<file path="src/rtl/ram_arb_pkg.sv">
// ---------------------------------------------------------------------------
// ram_arb_pkg
// Shared definitions for the two-master data-RAM arbiter:
//   - default parameter values (address/data width, starvation limit)
//   - base word address of the register window that master 1 may not write
//   - FSM state encoding (3-bit)
// ---------------------------------------------------------------------------
package ram_arb_pkg;

  localparam int ADDR_W_DEF   = 11;
  localparam int DATA_W_DEF   = 16;
  localparam int MAX_WAIT_DEF = 4;

  // First word address of the register window.
  localparam logic [10:0] REG_BASE = 11'h200;

  typedef enum logic [2:0] {
    ST_IDLE    = 3'd0,
    ST_ACCESS  = 3'd1,
    ST_CAPTURE = 3'd2,
    ST_ACK     = 3'd3,
    ST_ERR     = 3'd4
  } state_e;

endpackage : ram_arb_pkg

</file>
<file path="src/rtl/ram_arbiter_if.sv">
// ---------------------------------------------------------------------------
// ram_arbiter_if
// Bundles the two master request/response ports, the RAM port and the busy
// flag of ram_arbiter.
//   slave  : arbiter side (takes requests and ram_rdata, drives acks/RAM)
//   master : environment side (masters plus the RAM)
// ---------------------------------------------------------------------------
interface ram_arbiter_if
  import ram_arb_pkg::*;
#(
  parameter int ADDR_W = ADDR_W_DEF,
  parameter int DATA_W = DATA_W_DEF
);

  // Master 0 (CPU datapath)
  logic              m0_req;
  logic              m0_we;
  logic [ADDR_W-1:0] m0_addr;
  logic [DATA_W-1:0] m0_wdata;
  logic              m0_ack;
  logic [DATA_W-1:0] m0_rdata;

  // Master 1 (program loader / debug port)
  logic              m1_req;
  logic              m1_we;
  logic [ADDR_W-1:0] m1_addr;
  logic [DATA_W-1:0] m1_wdata;
  logic              m1_ack;
  logic [DATA_W-1:0] m1_rdata;
  logic              m1_err;

  // Single-port RAM
  logic [ADDR_W-1:0] ram_addr;
  logic [DATA_W-1:0] ram_wdata;
  logic              ram_we;
  logic [DATA_W-1:0] ram_rdata;

  logic              busy;

  modport slave (
    input  m0_req, m0_we, m0_addr, m0_wdata,
    input  m1_req, m1_we, m1_addr, m1_wdata,
    input  ram_rdata,
    output m0_ack, m0_rdata,
    output m1_ack, m1_rdata, m1_err,
    output ram_addr, ram_wdata, ram_we,
    output busy
  );

  modport master (
    output m0_req, m0_we, m0_addr, m0_wdata,
    output m1_req, m1_we, m1_addr, m1_wdata,
    output ram_rdata,
    input  m0_ack, m0_rdata,
    input  m1_ack, m1_rdata, m1_err,
    input  ram_addr, ram_wdata, ram_we,
    input  busy
  );

endinterface : ram_arbiter_if

</file>
<file path="src/rtl/ram_arb_prio.sv">
// ---------------------------------------------------------------------------
// ram_arb_prio
// Winner select for the two masters. Master 0 wins by default; master 1 wins
// when master 0 is idle or after it has lost MAX_WAIT consecutive
// arbitrations.
// Ports:
//   clk, reset_bar : clock, synchronous active-low reset
//   m0_req_i       : master 0 request
//   m1_req_i       : master 1 request
//   arb_en_i       : high while the arbiter FSM is in IDLE
//   grant1_o       : 1 = master 1 wins this arbitration (combinational)
// ---------------------------------------------------------------------------
module ram_arb_prio
  import ram_arb_pkg::*;
#(
  parameter int MAX_WAIT = MAX_WAIT_DEF
) (
  input  logic clk,
  input  logic reset_bar,
  input  logic m0_req_i,
  input  logic m1_req_i,
  input  logic arb_en_i,
  output logic grant1_o
);

  localparam logic [3:0] MAX_CNT = 4'(MAX_WAIT);

  logic [3:0] wait_cnt_q, wait_cnt_d;

  assign grant1_o = m1_req_i && (!m0_req_i || (wait_cnt_q == MAX_CNT));

  // NOTE: every always_comb output gets a default first so no path leaves it
  // unassigned, which would infer a latch.
  always_comb begin
    wait_cnt_d = wait_cnt_q;
    if (arb_en_i) begin
      if (!m1_req_i || grant1_o) begin
        wait_cnt_d = '0;
      end else if (wait_cnt_q != MAX_CNT) begin
        wait_cnt_d = wait_cnt_q + 4'd1;  // saturates at MAX_CNT
      end
    end
  end

  // NOTE: sequential state uses non-blocking assignments so every register
  // samples pre-edge values; the reset is synchronous and sits inside the
  // clocked block.
  always_ff @(posedge clk) begin
    if (!reset_bar) wait_cnt_q <= '0;
    else            wait_cnt_q <= wait_cnt_d;
  end

endmodule : ram_arb_prio

</file>
<file path="src/rtl/ram_arbiter.sv">
// ---------------------------------------------------------------------------
// ram_arbiter
// Serializes two masters onto one single-port word-addressed data RAM and
// sequences each access to RAM timing (read data registered on the rising
// edge, writes committed on the falling edge). Master 1 may not write word
// addresses at or above REG_BASE; such writes complete with m1_err.
// Ports:
//   clk        : single clock, all state changes on the rising edge
//   reset_bar  : synchronous active-low reset
//   bus        : ram_arbiter_if.slave - master 0/1 request and response
//                signals, RAM address/data/write-enable, busy flag
// ---------------------------------------------------------------------------
module ram_arbiter
  import ram_arb_pkg::*;
#(
  parameter int ADDR_W   = ADDR_W_DEF,
  parameter int DATA_W   = DATA_W_DEF,
  parameter int MAX_WAIT = MAX_WAIT_DEF
) (
  input  logic          clk,
  input  logic          reset_bar,
  ram_arbiter_if.slave  bus
);

  state_e            state_q;
  logic              owner_q;      // 1 = master 1 owns the current access
  logic [ADDR_W-1:0] ram_addr_q;
  logic [DATA_W-1:0] ram_wdata_q;
  logic              ram_we_q;
  logic              m0_ack_q, m1_ack_q, m1_err_q;
  logic [DATA_W-1:0] m0_rdata_q, m1_rdata_q;
  logic              busy_q;

  logic grant1;
  logic arb_en;
  logic m1_blocked;

  assign arb_en     = (state_q == ST_IDLE);
  assign m1_blocked = bus.m1_we && (bus.m1_addr >= ADDR_W'(REG_BASE));

  ram_arb_prio #(.MAX_WAIT(MAX_WAIT)) u_prio (
    .clk      (clk),
    .reset_bar(reset_bar),
    .m0_req_i (bus.m0_req),
    .m1_req_i (bus.m1_req),
    .arb_en_i (arb_en),
    .grant1_o (grant1)
  );

  always_ff @(posedge clk) begin
    if (!reset_bar) begin
      state_q     <= ST_IDLE;
      owner_q     <= 1'b0;
      ram_addr_q  <= '0;
      ram_wdata_q <= '0;
      ram_we_q    <= 1'b0;
      m0_ack_q    <= 1'b0;
      m1_ack_q    <= 1'b0;
      m1_err_q    <= 1'b0;
      m0_rdata_q  <= '0;
      m1_rdata_q  <= '0;
      busy_q      <= 1'b0;
    end else begin
      // Completion flags are single-cycle pulses.
      m0_ack_q <= 1'b0;
      m1_ack_q <= 1'b0;
      m1_err_q <= 1'b0;

      case (state_q)
        ST_IDLE: begin
          if (bus.m0_req || bus.m1_req) begin
            owner_q <= grant1;
            busy_q  <= 1'b1;
            if (grant1 && m1_blocked) begin
              // Rejected write: the RAM port is left untouched.
              state_q  <= ST_ERR;
              m1_ack_q <= 1'b1;
              m1_err_q <= 1'b1;
            end else if (grant1) begin
              ram_addr_q  <= bus.m1_addr;
              ram_wdata_q <= bus.m1_wdata;
              ram_we_q    <= bus.m1_we;
              state_q     <= ST_ACCESS;
            end else begin
              ram_addr_q  <= bus.m0_addr;
              ram_wdata_q <= bus.m0_wdata;
              ram_we_q    <= bus.m0_we;
              state_q     <= ST_ACCESS;
            end
          end
        end

        ST_ACCESS: begin
          // ram_we_q still holds the granted direction during this cycle.
          ram_we_q <= 1'b0;
          if (ram_we_q) begin
            state_q  <= ST_ACK;
            m0_ack_q <= !owner_q;
            m1_ack_q <= owner_q;
          end else begin
            state_q <= ST_CAPTURE;
          end
        end

        ST_CAPTURE: begin
          if (owner_q) m1_rdata_q <= bus.ram_rdata;
          else         m0_rdata_q <= bus.ram_rdata;
          m0_ack_q <= !owner_q;
          m1_ack_q <= owner_q;
          state_q  <= ST_ACK;
        end

        default: begin  // ST_ACK, ST_ERR
          state_q <= ST_IDLE;
          busy_q  <= 1'b0;
        end
      endcase
    end
  end

  assign bus.ram_addr  = ram_addr_q;
  assign bus.ram_wdata = ram_wdata_q;
  assign bus.ram_we    = ram_we_q;
  assign bus.m0_ack    = m0_ack_q;
  assign bus.m0_rdata  = m0_rdata_q;
  assign bus.m1_ack    = m1_ack_q;
  assign bus.m1_rdata  = m1_rdata_q;
  assign bus.m1_err    = m1_err_q;
  assign bus.busy      = busy_q;

endmodule : ram_arbiter
</file>
<file path="src/flat_wrapper.sv">
// flat-port wrapper written by rule: the top's interface ports become plain ports
module ram_arbiter_flat import ram_arb_pkg::*;
#(
  parameter int ADDR_W   = ADDR_W_DEF,
  parameter int DATA_W   = DATA_W_DEF,
  parameter int MAX_WAIT = MAX_WAIT_DEF
)
  (clk, reset_bar, bus_m0_req, bus_m0_we, bus_m0_addr, bus_m0_wdata, bus_m1_req, bus_m1_we, bus_m1_addr, bus_m1_wdata, bus_ram_rdata, bus_m0_ack, bus_m0_rdata, bus_m1_ack, bus_m1_rdata, bus_m1_err, bus_ram_addr, bus_ram_wdata, bus_ram_we, bus_busy);
  ram_arbiter_if #(.ADDR_W(ADDR_W), .DATA_W(DATA_W)) bus_i ();
  input  logic clk;
  input  logic reset_bar;
  input wire logic [$bits(bus_i.m0_req)-1:0] bus_m0_req;
  input wire logic [$bits(bus_i.m0_we)-1:0] bus_m0_we;
  input wire logic [$bits(bus_i.m0_addr)-1:0] bus_m0_addr;
  input wire logic [$bits(bus_i.m0_wdata)-1:0] bus_m0_wdata;
  input wire logic [$bits(bus_i.m1_req)-1:0] bus_m1_req;
  input wire logic [$bits(bus_i.m1_we)-1:0] bus_m1_we;
  input wire logic [$bits(bus_i.m1_addr)-1:0] bus_m1_addr;
  input wire logic [$bits(bus_i.m1_wdata)-1:0] bus_m1_wdata;
  input wire logic [$bits(bus_i.ram_rdata)-1:0] bus_ram_rdata;
  output wire logic [$bits(bus_i.m0_ack)-1:0] bus_m0_ack;
  output wire logic [$bits(bus_i.m0_rdata)-1:0] bus_m0_rdata;
  output wire logic [$bits(bus_i.m1_ack)-1:0] bus_m1_ack;
  output wire logic [$bits(bus_i.m1_rdata)-1:0] bus_m1_rdata;
  output wire logic [$bits(bus_i.m1_err)-1:0] bus_m1_err;
  output wire logic [$bits(bus_i.ram_addr)-1:0] bus_ram_addr;
  output wire logic [$bits(bus_i.ram_wdata)-1:0] bus_ram_wdata;
  output wire logic [$bits(bus_i.ram_we)-1:0] bus_ram_we;
  output wire logic [$bits(bus_i.busy)-1:0] bus_busy;
  assign bus_i.m0_req = bus_m0_req;
  assign bus_i.m0_we = bus_m0_we;
  assign bus_i.m0_addr = bus_m0_addr;
  assign bus_i.m0_wdata = bus_m0_wdata;
  assign bus_i.m1_req = bus_m1_req;
  assign bus_i.m1_we = bus_m1_we;
  assign bus_i.m1_addr = bus_m1_addr;
  assign bus_i.m1_wdata = bus_m1_wdata;
  assign bus_i.ram_rdata = bus_ram_rdata;
  assign bus_m0_ack = bus_i.m0_ack;
  assign bus_m0_rdata = bus_i.m0_rdata;
  assign bus_m1_ack = bus_i.m1_ack;
  assign bus_m1_rdata = bus_i.m1_rdata;
  assign bus_m1_err = bus_i.m1_err;
  assign bus_ram_addr = bus_i.ram_addr;
  assign bus_ram_wdata = bus_i.ram_wdata;
  assign bus_ram_we = bus_i.ram_we;
  assign bus_busy = bus_i.busy;
  ram_arbiter #(.ADDR_W(ADDR_W), .DATA_W(DATA_W), .MAX_WAIT(MAX_WAIT)) u_core (.clk(clk), .reset_bar(reset_bar), .bus(bus_i));
endmodule
</file>
<file path="config.mk">
export PLATFORM = sky130hd
export DESIGN_NAME = ram_arbiter_flat
export DESIGN_NICKNAME = d
export VERILOG_FILES = /design/src/rtl/ram_arb_pkg.sv /design/src/rtl/ram_arbiter_if.sv /design/src/rtl/ram_arb_prio.sv /design/src/rtl/ram_arbiter.sv /design/src/flat_wrapper.sv
export SDC_FILE = /design/constraint.sdc
export NUM_CORES = 1
export LEC_CHECK = 0
export BUFFER_PORTS_ARGS = -buffer_cell sky130_fd_sc_hd__buf_4
export CORE_MARGIN = 5
export CORE_UTILIZATION = 45
export DETAILED_ROUTE_END_ITERATION = 6
export MAX_ROUTING_LAYER = met4
export PLACE_DENSITY = 0.87
export SETUP_SLACK_MARGIN = 0.5
export SLEW_MARGIN = 20
export SYNTH_ARGS = -nofsm -noshare
export SYNTH_HDL_FRONTEND = slang
export SYNTH_HIERARCHICAL = 1
export SYNTH_SLANG_ARGS = --single-unit
</file>
<file path="constraint.sdc">
create_clock -name clk -period 3.5 [get_ports clk]
set_input_delay 0.7 -clock clk [delete_from_list [all_inputs] [get_ports clk]]
set_output_delay 0.7 -clock clk [all_outputs]
set_load 0.01 [all_outputs]
</file>
==> results.tsv, run 1 <==
stage	metric	value	unit
worst_setup_path	slowest_stage	and3_1	
timing	fin_skew	7.21	ps
detailed_routing	routedWlPerCell	15.6	µm
placed_design	placed_area	0.00413	mm²
die	rows	30	
worst_setup_path	path_class	reg2reg	
placed_design	port_buffers	139	
clocking	clk_pin_slew_worst_paths	70	ps
global_route	grt_max_degree	57	
layout	fin_util	64.4	%
die	initial_utilization	45.9	%
timing	tightest_slew	987	ps
yosys	syn_area_per_cell	9.10	µm²
worst_setup_path	cp-end-kind	register	
detailed_routing	drt.antenna.violating_nets	0	
yosys	synth_seq_cells	72	
clocking	cts-root-buf	clkbuf_8	
worst_setup_path	critPathRequiredTime	3650	ps
detailed_routing	vias_per_cell	5.43	
clocking	cts_resized	0	
timing	period_share	65.6	%
global_route	overflow	0	
global_route	grtUsageTotal	20.4	%
placed_design	dp_worst_setup_slack	1070	ps
hold_path	min_path_type	reg2reg	
yosys	async_reset_ff_share	0	%
yosys	synth.top_cells.by_area	dfxtp_1 46%, mux2i_1 9.0%, nand2_1 8.6%, a21oi_1 5.5%, a211oi_1 5.1%	
yosys	synth_top_area_share	46.5	%
timing	finalSetupViolCount	0	
detailed_routing	routed_wl	8.57	mm
detailed_routing	firstDrtPassIters	4	
layout	layout.cells.most_common_list	144 x buf_4, 72 x dfxtp_1, 71 x nand2_1	
pwr	leakage	1.89	nW
global_route	grt_pass1_vias	2977	
layout	final_area	0.00435	mm²
layout	layout_commonest_cell	buf_4	
clocking	tritoncts	yes	
clocking	cts_setup_buffers	0	
yosys	synthesis.instances	341	
clocking	clkLatencyLatePin	330	ps
timing	tns	0	ps
flow_run	cap_violations	0	
worst_setup_path	path_cells	inv_1 > ha_1 > nand3b_1 > a21boi_4 > o211ai_1 > and3_1 > a211oi_1	
pwr	power_density	620	mW/mm²
layout	final_layout_size_suffix_gt1_share	36.5	%
clocking	htreeDepth	3	
global_route	grt_antenna_before_repair	0	
layout	nets	542	
status	status	finished clean	
die	die_width	93.0	µm
clocking	clockBufferDepth	2	
timing	slew_viol_final	0	
yosys	synth.distinct_cells	46	
timing	setup_slack	1210	ps
yosys	yosys_warnings	6	
worst_setup_path	critPathMaxStageDelay	870	ps
placed_design	place_hpwl	6.33	mm
worst_setup_path	path_max_fanout	28	
yosys	synth_area	0.00310	mm²
detailed_routing	drc	0	
placed_design	routabilityCongestion	0.753	
timing	finalHoldViolCount	0	
die	io_pins	140	
worst_setup_path	arrival	2440	ps
die	core_area	0.00676	mm²
layout	n_antenna_cell	0	
yosys	syn_nets	419	
die	dieArea	0.00865	mm²
layout	synthToLayoutAreaGrowth	40.2	%
timing	relSlewSlack	34.2	%
timing	fmax	436	MHz
global_route	grt_pass1_wl	13.8	mm
pwr	peakVddDrop	0.348	mV
yosys	synth_area_leader_cell	dfxtp_1	
yosys	synth_ff_type	dfxtp_1	
die	die_h	93.0	µm
clocking	cts_sinks	72	
yosys	seq_area_frac_synth	46.5	%
clocking	cts-buffers-inserted	9	
detailed_routing	vias	2979	
timing	rsz0062_at_grt	no	
timing	min_period	2290	ps
worst_setup_path	cp-start-kind	register	
detailed_routing	drt_iter0_markers	119	
yosys	synth_edf_count	0	
clocking	holdBufCountCts	0	
==> cells in the mapped netlist, drive strengths merged (3+ instances only) <==
cell,instances
nand4,8
nor2,6
nand2,71
mux2i,28
dfxtp,72
a211oi,21
a21oi,34
inv,5
nand3,4
o21ai,3
buf,18
clkbuf,14
o211a,7
a31oi,21
==> state kept, by name, summed over array words and instances, names as in the netlist, 3 cells and up <==
register	flops
u_core/bus.m1_rdata	16
u_core/bus.ram_wdata	16
u_core/bus.m0_rdata	16
u_core/u_prio/wait_cnt_q	4
u_core/state_q	3
u_core/bus.ram_addr	11
==> critical path, delay by kind of cell, from the launching register on <==
kind / cells / cell delay [ps]
compound gates: 3 / 420
fa+ha+maj: 1 / 190
buf+inv: 1 / 60
flops: 1 / 390
simple gates: 2 / 1060
==> cell type report <==
type / count / area [µm²]
clock buffer: 13 / 149
fill: 578 / 2410
inverter: 5 / 18.8
sequential: 72 / 1440
timing repair buffer: 144 / 1080
clock inverter: 3 / 65.1
multi-input combinational: 232 / 1490
tap: 80 / 100
==> layer usage <==
| metal | share of wire [%] | vias up | GRT usage, % |
|---|---|---|---|
| met5 | 0 | - | - |
| met4 | 2.5 | 0 | 7.94 |
| met3 | 9.1 | 16 | 7.08 |
| met2 | 47 | 147 | 31.0 |
| met1 | 42 | 1353 | 25.1 |
| li1 | - | 1463 | - |
==> path summary, 6_finish.rpt <==
kind                               startpoint                        to  slack [ps]  cells after the start
setup reg to reg  u_core/u_prio/wait_cnt_q[0]  u_core/bus.ram_wdata[10]        1210                      7
hold reg to reg        u_core/bus.m0_rdata[7]    u_core/bus.m0_rdata[7]         460                      2
hold / removal         u_core/bus.m0_rdata[7]    u_core/bus.m0_rdata[7]         460                      2
setup / recovery  u_core/u_prio/wait_cnt_q[0]  u_core/bus.ram_wdata[10]        1210                      7
==> stage by stage <==
step / hold slack, ps / cells / total power [mW]
floorplan: 461 / 341 / 1.65
global placement: 442 / 533 / 1.98
detailed placement: 449 / 533 / 2.01
CTS: 459 / 549 / 2.72
global route: 489 / 549 / 2.86
finish: 459 / 549 / 2.70
==> cell families (layout without fill, tap and decap cells) <==
group | after synthesis | in the layout | share of synthesized area (%)
adders and majority gates | 2 | 2 | 0.807
xor gates and xnor gates | 1 | 1 | 0.282
AOI/OAI and AO/OA | 95 | 95 | 20.5
muxes | 28 | 28 | 9.04
buffers and inverters | 37 | 165 | 5.97
DFF | 72 | 72 | 46.5
and+or+nand+nor | 106 | 106 | 16.9
==> power breakdown <==
part / switching (mW) / total [mW] / internal, mW
clock network: 0.275 / 0.697 / 0.421
logic: 0.472 / 0.900 / 0.429
registers: 0.120 / 1.10 / 0.978
total: 0.868 / 2.70 / 1.83
Note: power is estimated with default switching activity, not from simulation.
==> inputs of run 2 (changes only) <==
- clock period: 3.5 -> 2.3 ns (I/O delays scaled with it)
==> results.tsv, run 2 (synthesis gave the netlist of run 1 again) <==
stage	metric	value	unit
global_route	grt_antenna_before_repair	0	
global_route	grt_use_met3	5.95	%
pwr	power_density	955	mW/mm²
timing	rsz0062_at_grt	yes	
detailed_routing	vias	3175	
worst_setup_path	cp-start-kind	register	
placed_design	port_buffers	139	
clocking	cts_sinks	72	
worst_setup_path	arrival	2080	ps
timing	holdWs	367	ps
placed_design	placed_area	0.00419	mm²
worst_setup_path	cp-end-kind	register	
timing	period_share	79.8	%
placed_design	dp.cells	537	
die	io_pins	140	
clocking	cts-root-buf	clkbuf_8	
layout	nets	558	
clocking	clk_pin_slew_worst_paths	80	ps
global_route	grt_pass1_wl	14.5	mm
worst_setup_path	reg2regPathDepth	9	
global_route	grtUsageTotal	21.5	%
layout	n_antenna_cell	0	
timing	min_period	1840	ps
global_route	use_met1	25.8	%
detailed_routing	routed_wl	9.96	mm
detailed_routing	drt_iter0_markers	172	
layout	layout_commonest_cell	buf_4	
layout	final_cells	565	
timing	fin_skew	12.6	ps
timing	tns	0	ps
die	initial_utilization	45.9	%
detailed_routing	drt.antenna.violating_nets	0	
worst_setup_path	critPathLaunch	u_core/u_prio/wait_cnt_q[1]	
layout	final_layout_size_suffix_gt1_share	44.7	%
clocking	htreeDepth	3	
flow_run	cap_violations	0	
worst_setup_path	ff2ff_setup_slack	460	ps
timing	slew_viol_final	0	
clocking	cts-buffers-inserted	9	
placed_design	dp_worst_setup_slack	328	ps
clocking	tritoncts	yes	
layout	fill_cells	480	
detailed_routing	vias_per_cell	5.62	
detailed_routing	drc	0	
clocking	holdBufCountCts	0	
detailed_routing	routedWlPerCell	17.6	µm
timing	tightest_slew	714	ps
timing	finalHoldViolCount	0	
die	core_area	0.00676	mm²
hold_path	min_path_type	in2reg	
worst_setup_path	path_max_fanout	14	
global_route	top_usage_layer	met2	
global_route	grt_max_degree	31	
die	die_h	93.0	µm
global_route	overflow	0	
detailed_routing	firstDrtPassIters	5	
die	dieArea	0.00865	mm²
worst_setup_path	crit_end	u_core/bus.ram_wdata[10]	
worst_setup_path	r2r_end	u_core/bus.ram_wdata[10]	
global_route	grt_pass1_vias	3046	
placed_design	routabilityCongestion	0.778	
timing	finalSetupViolCount	0	
layout	final_area	0.00484	mm²
layout	layout.cells.most_common_list	151 x buf_4, 71 x nand2_1, 69 x dfxtp_1	
layout	synthToLayoutAreaGrowth	56.1	%
timing	fmax	545	MHz
layout	ff_latch_area	0.00145	mm²
clocking	clkLatencyLatePin	340	ps
clocking	clockBufferDepth	2	
hold_path	worstHoldStart	bus_ram_rdata[0]	
pwr	peakVddDrop	0.539	mV
status	status	finished clean	
die	rows	30	
worst_setup_path	critPathRequiredTime	2550	ps
global_route	gr-usage-met2	34.7	%
worst_setup_path	path_class	reg2reg	
die	die_width	93.0	µm
layout	multi_input_area	0.00172	mm²
timing	relSlewSlack	52.1	%
worst_setup_path	rr_startpoint	u_core/u_prio/wait_cnt_q[1]	
timing	setup_slack	465	ps
placed_design	place_hpwl	6.59	mm
pwr	leakage	2.05	nW
[run 2: changes by cell type in the layout (fill, tap and decap cells not counted), sizes merged]
cell	change
buf	+14
bufbuf	+1
bufinv	+1
clkbuf	-1
inv	+1
[run 2: how the worst min path moves through the flow]
stage / to / slack [ps] / cells after the start
finish: u_core/bus.m0_rdata[0] / 370 / 3
global route: u_core/bus.m1_rdata[13] / 360 / 3
CTS: u_core/bus.m0_rdata[10] / 360 / 3
detailed placement: u_core/bus.m0_rdata[0] / 450 / 2
global placement: u_core/bus.m0_rdata[13] / 440 / 2
floorplan: u_core/u_prio/wait_cnt_q[3] / 460 / 1
[run 2: per-stage QoR]
step | total power, mW | util, %
after global routing | 4.85 | 71.7
after floorplan | 2.52 | -
final | 4.63 | 71.7
after CTS | 4.32 | 66.9
after detailed placement | 3.09 | 62.0
after global placement | 3.03 | 62.0
[run 2: routing by layer]
| metal | vias up | wire (µm) |
|---|---|---|
| li1 | 1504 | - |
| met1 | 1478 | 4150 |
| met2 | 166 | 4790 |
| met3 | 27 | 792 |
| met4 | 0 | 230 |
| met5 | - | 0 |
[run 2: repair_timing]
action / CTS / global route
pin swaps: 4 / 8
hold endpoints to repair: 0 / 0
setup endpoints to repair: 30 / 36
cloned: 1 / 1
buffers inserted: 6 / 4
gates resized for setup: 7 / 37
[run 2: worst max-delay path, cell delays in order (launching register included)]
cell and delay (ps):
dfxtp_2 350, inv_2 50, ha_4 150, nand3b_1 150, a21boi_4 80, o211ai_1 160
buf_4 220, buf_12 180, a31oi_2 110, a211oi_1 280
[run 2: area by class of cell]
| type | instances | share of cell area (%) |
|---|---|---|
| multi-input cells | 232 | 35.4 |
| flip-flops and latches | 72 | 29.8 |
| repair buffers | 160 | 27.3 |
| clock buffers | 11 | 2.71 |
| clock inverters | 5 | 2.14 |
| well taps | 80 | 2.07 |
| inverters | 5 | 0.491 |
[run 2: power breakdown]
part	total, mW	switching, mW	internal [mW]
Combinational	1.72	0.876	0.848
Clock	1.19	0.471	0.724
Sequential	1.71	0.217	1.49
Total	4.63	1.56	3.06
